**src/rtl/shr_delay_if.sv**
```systemverilog
// ---------------------------------------------------------------------------
// shr_delay_if
// Handshake bundle around the delay-line controller.
//   i_valid / i_ready / i_data : upstream item channel (accept = i_valid & i_ready)
//   o_valid / o_ready / o_data : downstream item channel (consume = o_valid & o_ready)
// Modports:
//   slave  : the controller side (receives upstream items, offers downstream items)
//   master : the environment side (producer upstream, consumer downstream)
// ---------------------------------------------------------------------------
`timescale 1ns/1ps
interface shr_delay_if #(
    parameter int DATA_BITS = 8
);
    logic                 i_valid;
    logic                 i_ready;
    logic [DATA_BITS-1:0] i_data;
    logic                 o_valid;
    logic                 o_ready;
    logic [DATA_BITS-1:0] o_data;

    modport slave (
        input  i_valid,
        input  i_data,
        input  o_ready,
        output i_ready,
        output o_valid,
        output o_data
    );

    modport master (
        output i_valid,
        output i_data,
        output o_ready,
        input  i_ready,
        input  o_valid,
        input  o_data
    );
endinterface

```
**src/rtl/shr_delay_ctrl.sv**
```systemverilog
// ---------------------------------------------------------------------------
// shr_delay_ctrl
// Flow controller for an external clken-gated DEPTH-stage delay-line shift
// register (SI enters the top stage, SO is read from stage 0). Adds valid/ready
// handshakes on both sides, a per-stage valid tag line, an occupancy counter
// and a flush sequence that drains the line with bubbles.
//
// Ports:
//   clk        : clock, rising edge
//   rst        : synchronous active-high reset
//   bus        : shr_delay_if.slave (upstream i_*, downstream o_*; o_data = sr_so)
//   flush_req  : 1-cycle pulse, drain all held items (honoured only in RUN)
//   flush_busy : high in FLUSH and DONE
//   flush_done : 1-cycle pulse once the line is empty after a flush
//   occupancy  : number of valid items held in the line
//   sr_clken   : shift enable to the external register
//   sr_si      : data into the external register top stage
//   sr_so      : data out of the external register stage 0
//
// state    | meaning
// ---------+-------------------------------------------------------------
// ST_RUN   | normal operation, upstream items pushed in as they arrive
// ST_FLUSH | input closed, bubbles pushed until every held item is out
// ST_DONE  | line empty, flush_done asserted for this single cycle
// ---------------------------------------------------------------------------
`timescale 1ns/1ps
module shr_delay_ctrl #(
    parameter int DEPTH     = 32,
    parameter int DATA_BITS = 8
) (
    input  logic                         clk,
    input  logic                         rst,
    shr_delay_if.slave                   bus,
    input  logic                         flush_req,
    output logic                         flush_busy,
    output logic                         flush_done,
    output logic [$clog2(DEPTH+1)-1:0]   occupancy,
    output logic                         sr_clken,
    output logic [DATA_BITS-1:0]         sr_si,
    input  logic [DATA_BITS-1:0]         sr_so
);

    localparam int OCC_W = $clog2(DEPTH+1);

    typedef enum logic [1:0] {
        ST_RUN   = 2'd0,
        ST_FLUSH = 2'd1,
        ST_DONE  = 2'd2
    } state_t;

    state_t             state;
    logic [DEPTH-1:0]   vld;
    logic [OCC_W-1:0]   occ_q;
    logic [OCC_W-1:0]   occ_nxt;
    logic               busy_q;
    logic               done_q;

    logic               in_run;
    logic               in_flush;
    logic               push_src;
    logic               shift;
    logic               tag_in;
    logic               inc;
    logic               dec;

    always_comb begin
        in_run   = (state == ST_RUN);
        in_flush = (state == ST_FLUSH);
        // In FLUSH the source of pushes is bubbles, as long as anything is held.
        push_src = (in_run & bus.i_valid) | (in_flush & (occ_q != '0));
        // Stage 0 may only be overwritten when it is empty or being consumed,
        // so an item leaves the line exactly once.
        shift    = push_src & (~vld[0] | bus.o_ready);
        tag_in   = in_run;
        inc      = shift & tag_in;
        dec      = shift & vld[0];

        occ_nxt = occ_q;
        case ({inc, dec})
            2'b10:   occ_nxt = occ_q + OCC_W'(1);
            2'b01:   occ_nxt = occ_q - OCC_W'(1);
            default: occ_nxt = occ_q;
        endcase
    end

    assign sr_clken    = shift;
    assign sr_si       = in_run ? bus.i_data : '0;
    assign bus.i_ready = in_run & (~vld[0] | bus.o_ready);
    // Output only advances alongside a push, so it is offered only then.
    assign bus.o_valid = vld[0] & push_src;
    assign bus.o_data  = sr_so;
    assign occupancy   = occ_q;
    assign flush_busy  = busy_q;
    assign flush_done  = done_q;

    always_ff @(posedge clk) begin
        if (rst) begin
            state  <= ST_RUN;
            vld    <= '0;
            occ_q  <= '0;
            busy_q <= 1'b0;
            done_q <= 1'b0;
        end else begin
            if (shift) begin
                vld <= {tag_in, vld[DEPTH-1:1]};
            end
            occ_q <= occ_nxt;

            case (state)
                ST_RUN: begin
                    done_q <= 1'b0;
                    if (flush_req) begin
                        state  <= ST_FLUSH;
                        busy_q <= 1'b1;
                    end else begin
                        busy_q <= 1'b0;
                    end
                end
                ST_FLUSH: begin
                    busy_q <= 1'b1;
                    // Look at the post-shift count so the final decrement
                    // moves straight on to DONE.
                    if (occ_nxt == '0) begin
                        state  <= ST_DONE;
                        done_q <= 1'b1;
                    end else begin
                        done_q <= 1'b0;
                    end
                end
                ST_DONE: begin
                    state  <= ST_RUN;
                    busy_q <= 1'b0;
                    done_q <= 1'b0;
                end
                default: begin
                    state  <= ST_RUN;
                    busy_q <= 1'b0;
                    done_q <= 1'b0;
                end
            endcase
        end
    end

endmodule

```
**src/flat_wrapper.sv**
```systemverilog
// flat-port wrapper written by rule: the top's interface ports become plain ports
module shr_delay_ctrl_flat 
#(
    parameter int DEPTH     = 32,
    parameter int DATA_BITS = 8
)
  (clk, rst, flush_req, flush_busy, flush_done, occupancy, sr_clken, sr_si, sr_so, bus_i_valid, bus_i_data, bus_o_ready, bus_i_ready, bus_o_valid, bus_o_data);
  shr_delay_if #(.DATA_BITS(DATA_BITS)) bus_i ();
  input  logic clk;
  input  logic rst;
  input  logic flush_req;
  output logic flush_busy;
  output logic flush_done;
  output logic [$clog2(DEPTH+1)-1:0] occupancy;
  output logic sr_clken;
  output logic [DATA_BITS-1:0] sr_si;
  input  logic [DATA_BITS-1:0] sr_so;
  input wire logic [$bits(bus_i.i_valid)-1:0] bus_i_valid;
  input wire logic [$bits(bus_i.i_data)-1:0] bus_i_data;
  input wire logic [$bits(bus_i.o_ready)-1:0] bus_o_ready;
  output wire logic [$bits(bus_i.i_ready)-1:0] bus_i_ready;
  output wire logic [$bits(bus_i.o_valid)-1:0] bus_o_valid;
  output wire logic [$bits(bus_i.o_data)-1:0] bus_o_data;
  assign bus_i.i_valid = bus_i_valid;
  assign bus_i.i_data = bus_i_data;
  assign bus_i.o_ready = bus_o_ready;
  assign bus_i_ready = bus_i.i_ready;
  assign bus_o_valid = bus_i.o_valid;
  assign bus_o_data = bus_i.o_data;
  shr_delay_ctrl #(.DEPTH(DEPTH), .DATA_BITS(DATA_BITS)) u_core (.clk(clk), .rst(rst), .bus(bus_i), .flush_req(flush_req), .flush_busy(flush_busy), .flush_done(flush_done), .occupancy(occupancy), .sr_clken(sr_clken), .sr_si(sr_si), .sr_so(sr_so));
endmodule
```
**config.mk**
```make
export PLATFORM = sky130hd
export DESIGN_NAME = shr_delay_ctrl_flat
export DESIGN_NICKNAME = d
export VERILOG_FILES = /design/src/rtl/shr_delay_if.sv /design/src/rtl/shr_delay_ctrl.sv /design/src/flat_wrapper.sv
export SDC_FILE = /design/constraint.sdc
export NUM_CORES = 1
export LEC_CHECK = 0
export BUFFER_PORTS_ARGS = -buffer_cell sky130_fd_sc_hd__buf_2
export CAP_MARGIN = 20
export CORE_ASPECT_RATIO = 1.1
export CORE_UTILIZATION = 30
export DETAILED_ROUTE_END_ITERATION = 8
export PLACE_DENSITY = 0.55
export SYNTH_ARGS = -nofsm -noshare
export SYNTH_HDL_FRONTEND = slang
export SYNTH_SLANG_ARGS = --single-unit
```
**constraint.sdc**
```tcl
create_clock -name clk -period 7.3 [get_ports clk]
set_input_delay 1.46 -clock clk [delete_from_list [all_inputs] [get_ports clk]]
set_output_delay 1.46 -clock clk [all_outputs]
set_load 0.05 [all_outputs]
```
==> results_dict.tcl <==
set metrics [dict create \
    hold_buffers 0 \
    synth_most_common_cell "nand2_1" \
    p_clk_frac 0.245 \
    min_period_ns 4.47 \
    power_leakage_nw 0.799 \
    crit_family "buffers and inverters" \
    p_comb_frac 0.353 \
    drtIter0Drc 68 \
    clkTransAtPathRegs_ns 0.08 \
    grt_pass1_vias 1399 \
    fmax_mhz 224 \
    avgSynthCellArea_um2 8.04 \
    slew_headroom 0.538 \
    dr.pass1.iters 4 \
    gp_congestion 0.738 \
    holdPathEnd "u_core.vld[26]" \
    synth_flop_cell "dfxtp_1" \
    rows 29 \
    cts-root-buf "clkbuf_8" \
    slew_violations 0 \
    worstSetupEndpointType "output port" \
    hpwl_mm 2.55 \
    hold_class "flip-flop to flip-flop" \
    synth_seq_cells 42 \
    numCtsBuffers 5 \
    r2r_cells 13 \
    syn_area_um2 1870 \
    reg2reg_to "u_core.state[1]" \
    clock_latency_ns 0.30 \
    clock_sinks 42 \
    antenna_cells 0 \
    fin_skew_ns 0.00539 \
    crit_chain "buf_2, o21bai_1, a31oi_1, o21ai_2, buf_4, inv_2, buf_2" \
    hold_depth 2 \
    cp_num_buf_inv 4 \
    via_per_inst 4.70 \
    synth_top_area_frac 0.449 \
    initial_core_util 0.319 \
    ys_warn_count 0 \
    io_pins 48 \
    worst_path_max_delay_cell "inv_2" \
    grt_pass1_wl_mm 6.26 \
    syn_inst 233 \
    r2r_slack_ns 3.55 \
    grt_max_degree 40 \
    routed_wl_mm 3.75 \
    p_switching_uw 266 \
    status "complete, no violations" \
    p_int_uw 370 \
    timing.hold.ws_ns 0.451 \
    grt_antenna_before_repair 0 \
    vdd_ir_drop_max_mv 0.123 \
    cts_setup_buffers 0 \
    drive_above_1_share 0.189 \
    yosysSeqAreaShare 0.449 \
    gr-usage-all-layers 0.120 \
    core_area_um2 5880 \
    synth_common_cells "64 x nand2_1, 42 x dfxtp_1, 33 x a21oi_1, 14 x nor2_1, 9 x and2_1" \
    cap_violations 0 \
    critPathMaxStageDelay_ns 0.40 \
    powerDensity_nw_per_um2 300 \
    fp.dieH_um 84.9 \
    dieArea_um2 6560 \
    overflow 0 \
    cts_buffer_depth 2 \
    synth_edf_count 0 \
    port-buffer-count 31 \
    sequentialPowerShare 0.402 \
    period_share 0.612 \
    die_w_um 77.3 \
    r2r_start "u_core.occupancy[0]" \
    fin_nets 280 \
    tightestPinTransition_ns 0.692 \
    synth_nets 260 \
    antenna_left 0 \
    synth_top_cell_by_area "dfxtp_1" \
    drc 0 \
    htree_num_levels 2 \
    fin_tns_setup_ns 0 \
    async_flop_share 0 \
    area_delta_synth_final_pct 13.3 \
    cp_max_fo 33 \
    tritoncts "yes" \
    cpMostUsedCell "buf_2" \
    netSwitchingFraction 0.418 \
    rsz0062_at_grt "false" \
    cts_resized 0 \
    hold_viol 0 \
    critPathKind "input pin to output port" \
    netlist_top_cells_area "dfxtp_1 45%, nand2_1 13%, a21oi_1 8.8%, ha_1 3.3%, buf_4 3.2%" \
    avgRoutedWirePerCell_um 11.3 \
    min_from "u_core.vld[27]" \
    critPathArrivalTime_ns 3.01 \
    yosysUniqueCellTypes 37 \
    worstSetupStartpointType "input pin" \
    via_count 1556 \
    setup_viol 0 \
    worstPathRequired_ns 5.84 \
]
==> metrics by stage <==
step	setup slack (ns)	cell area, um^2	utilization	power [mW]	cells
after floorplan	3.28	1870	-	0.453	233
after global placement	2.59	2030	0.345	0.488	323
after detailed placement	2.53	2030	0.345	0.489	323
after CTS	2.81	2120	0.361	0.644	331
after global routing	2.58	2120	0.361	0.675	331
final	2.83	2120	0.361	0.637	331
==> flip-flops by register name, summed over array words and instances (netlist names) <==
name,flops
u_core.flush_done,1
u_core.vld,32
u_core.occupancy,6
u_core.state,2
u_core.flush_busy,1
==> cells by family after synthesis <==
group / share of synthesized area
buffers and inverters: 0.0721
xor gates and xnor gates: 0.00935
muxes: 0.00534
AOI/OAI and AO/OA: 0.156
adders and majority gates: 0.0441
DFF: 0.449
and+or+nand+nor: 0.264
==> worst min-delay path: cells and delay by family (launching register included) <==
family / cells / cell delay (ns)
and+or+nand+nor: 1 / 0.05
AOI/OAI and AO/OA: 1 / 0.05
DFF: 1 / 0.31
==> placed cells by master, fill, tap and decap left out, types with 3 or more instances in the layout <==
| cell | synthesis | routed |
|---|---|---|
| and3_1 | 3 | 3 |
| nor2_1 | 14 | 14 |
| ha_1 | 5 | 5 |
| and3_4 | 3 | 3 |
| clkbuf_8 | 0 | 6 |
| nor3_1 | 3 | 3 |
| dfxtp_1 | 42 | 42 |
| nand2_1 | 64 | 64 |
| inv_1 | 6 | 6 |
| a21oi_1 | 33 | 33 |
| and2_1 | 9 | 9 |
| buf_2 | 6 | 31 |
| nor4_1 | 3 | 3 |
==> worst max-delay path by stage <==
stage / from / endpoint / slack (ns) / cells past startpoint
6_report: bus_i_valid / sr_clken / 2.83 / 7
2_1_floorplan: bus_i_valid / u_core.flush_done / 3.28 / 12
3_3_place_gp: bus_i_valid / u_core.flush_done / 2.59 / 14
3_5_place_dp: bus_i_valid / u_core.flush_done / 2.53 / 14
5_1_grt: bus_i_valid / u_core.state[0] / 2.58 / 14
4_1_cts: bus_i_valid / sr_clken / 2.81 / 7
==> power by group through the flow <==
| stage | registers, mW | clock network [mW] | logic [mW] |
|---|---|---|---|
| finish | 0.256 | 0.156 | 0.225 |
| global route | 0.258 | 0.171 | 0.245 |
| CTS | 0.256 | 0.160 | 0.228 |
| detailed placement | 0.261 | 0 | 0.228 |
| global placement | 0.261 | 0 | 0.227 |
| floorplan | 0.281 | 0 | 0.172 |
==> metal layers <==
| layer | GRT usage | part of all wire | vias to the layer above |
|---|---|---|---|
| met4 | 0.0583 | 0.020 | 0 |
| met1 | 0.142 | 0.49 | 716 |
| met3 | 0.0323 | 0.033 | 7 |
| li1 | - | - | 809 |
| met2 | 0.201 | 0.46 | 24 |
| met5 | 0 | 0 | - |
==> final cells by class <==
class / count / area, um^2
Clock inverter: 2 / 12.5
Clock buffer: 6 / 82.6
Tap cell: 77 / 96.3
Fill cell: 640 / 3760
Sequential cell: 42 / 841
Timing Repair Buffer: 32 / 163
Multi-Input combinational cell: 165 / 901
Inverter: 7 / 26.3
No activity file was read; power rests on OpenSTA's default activity.
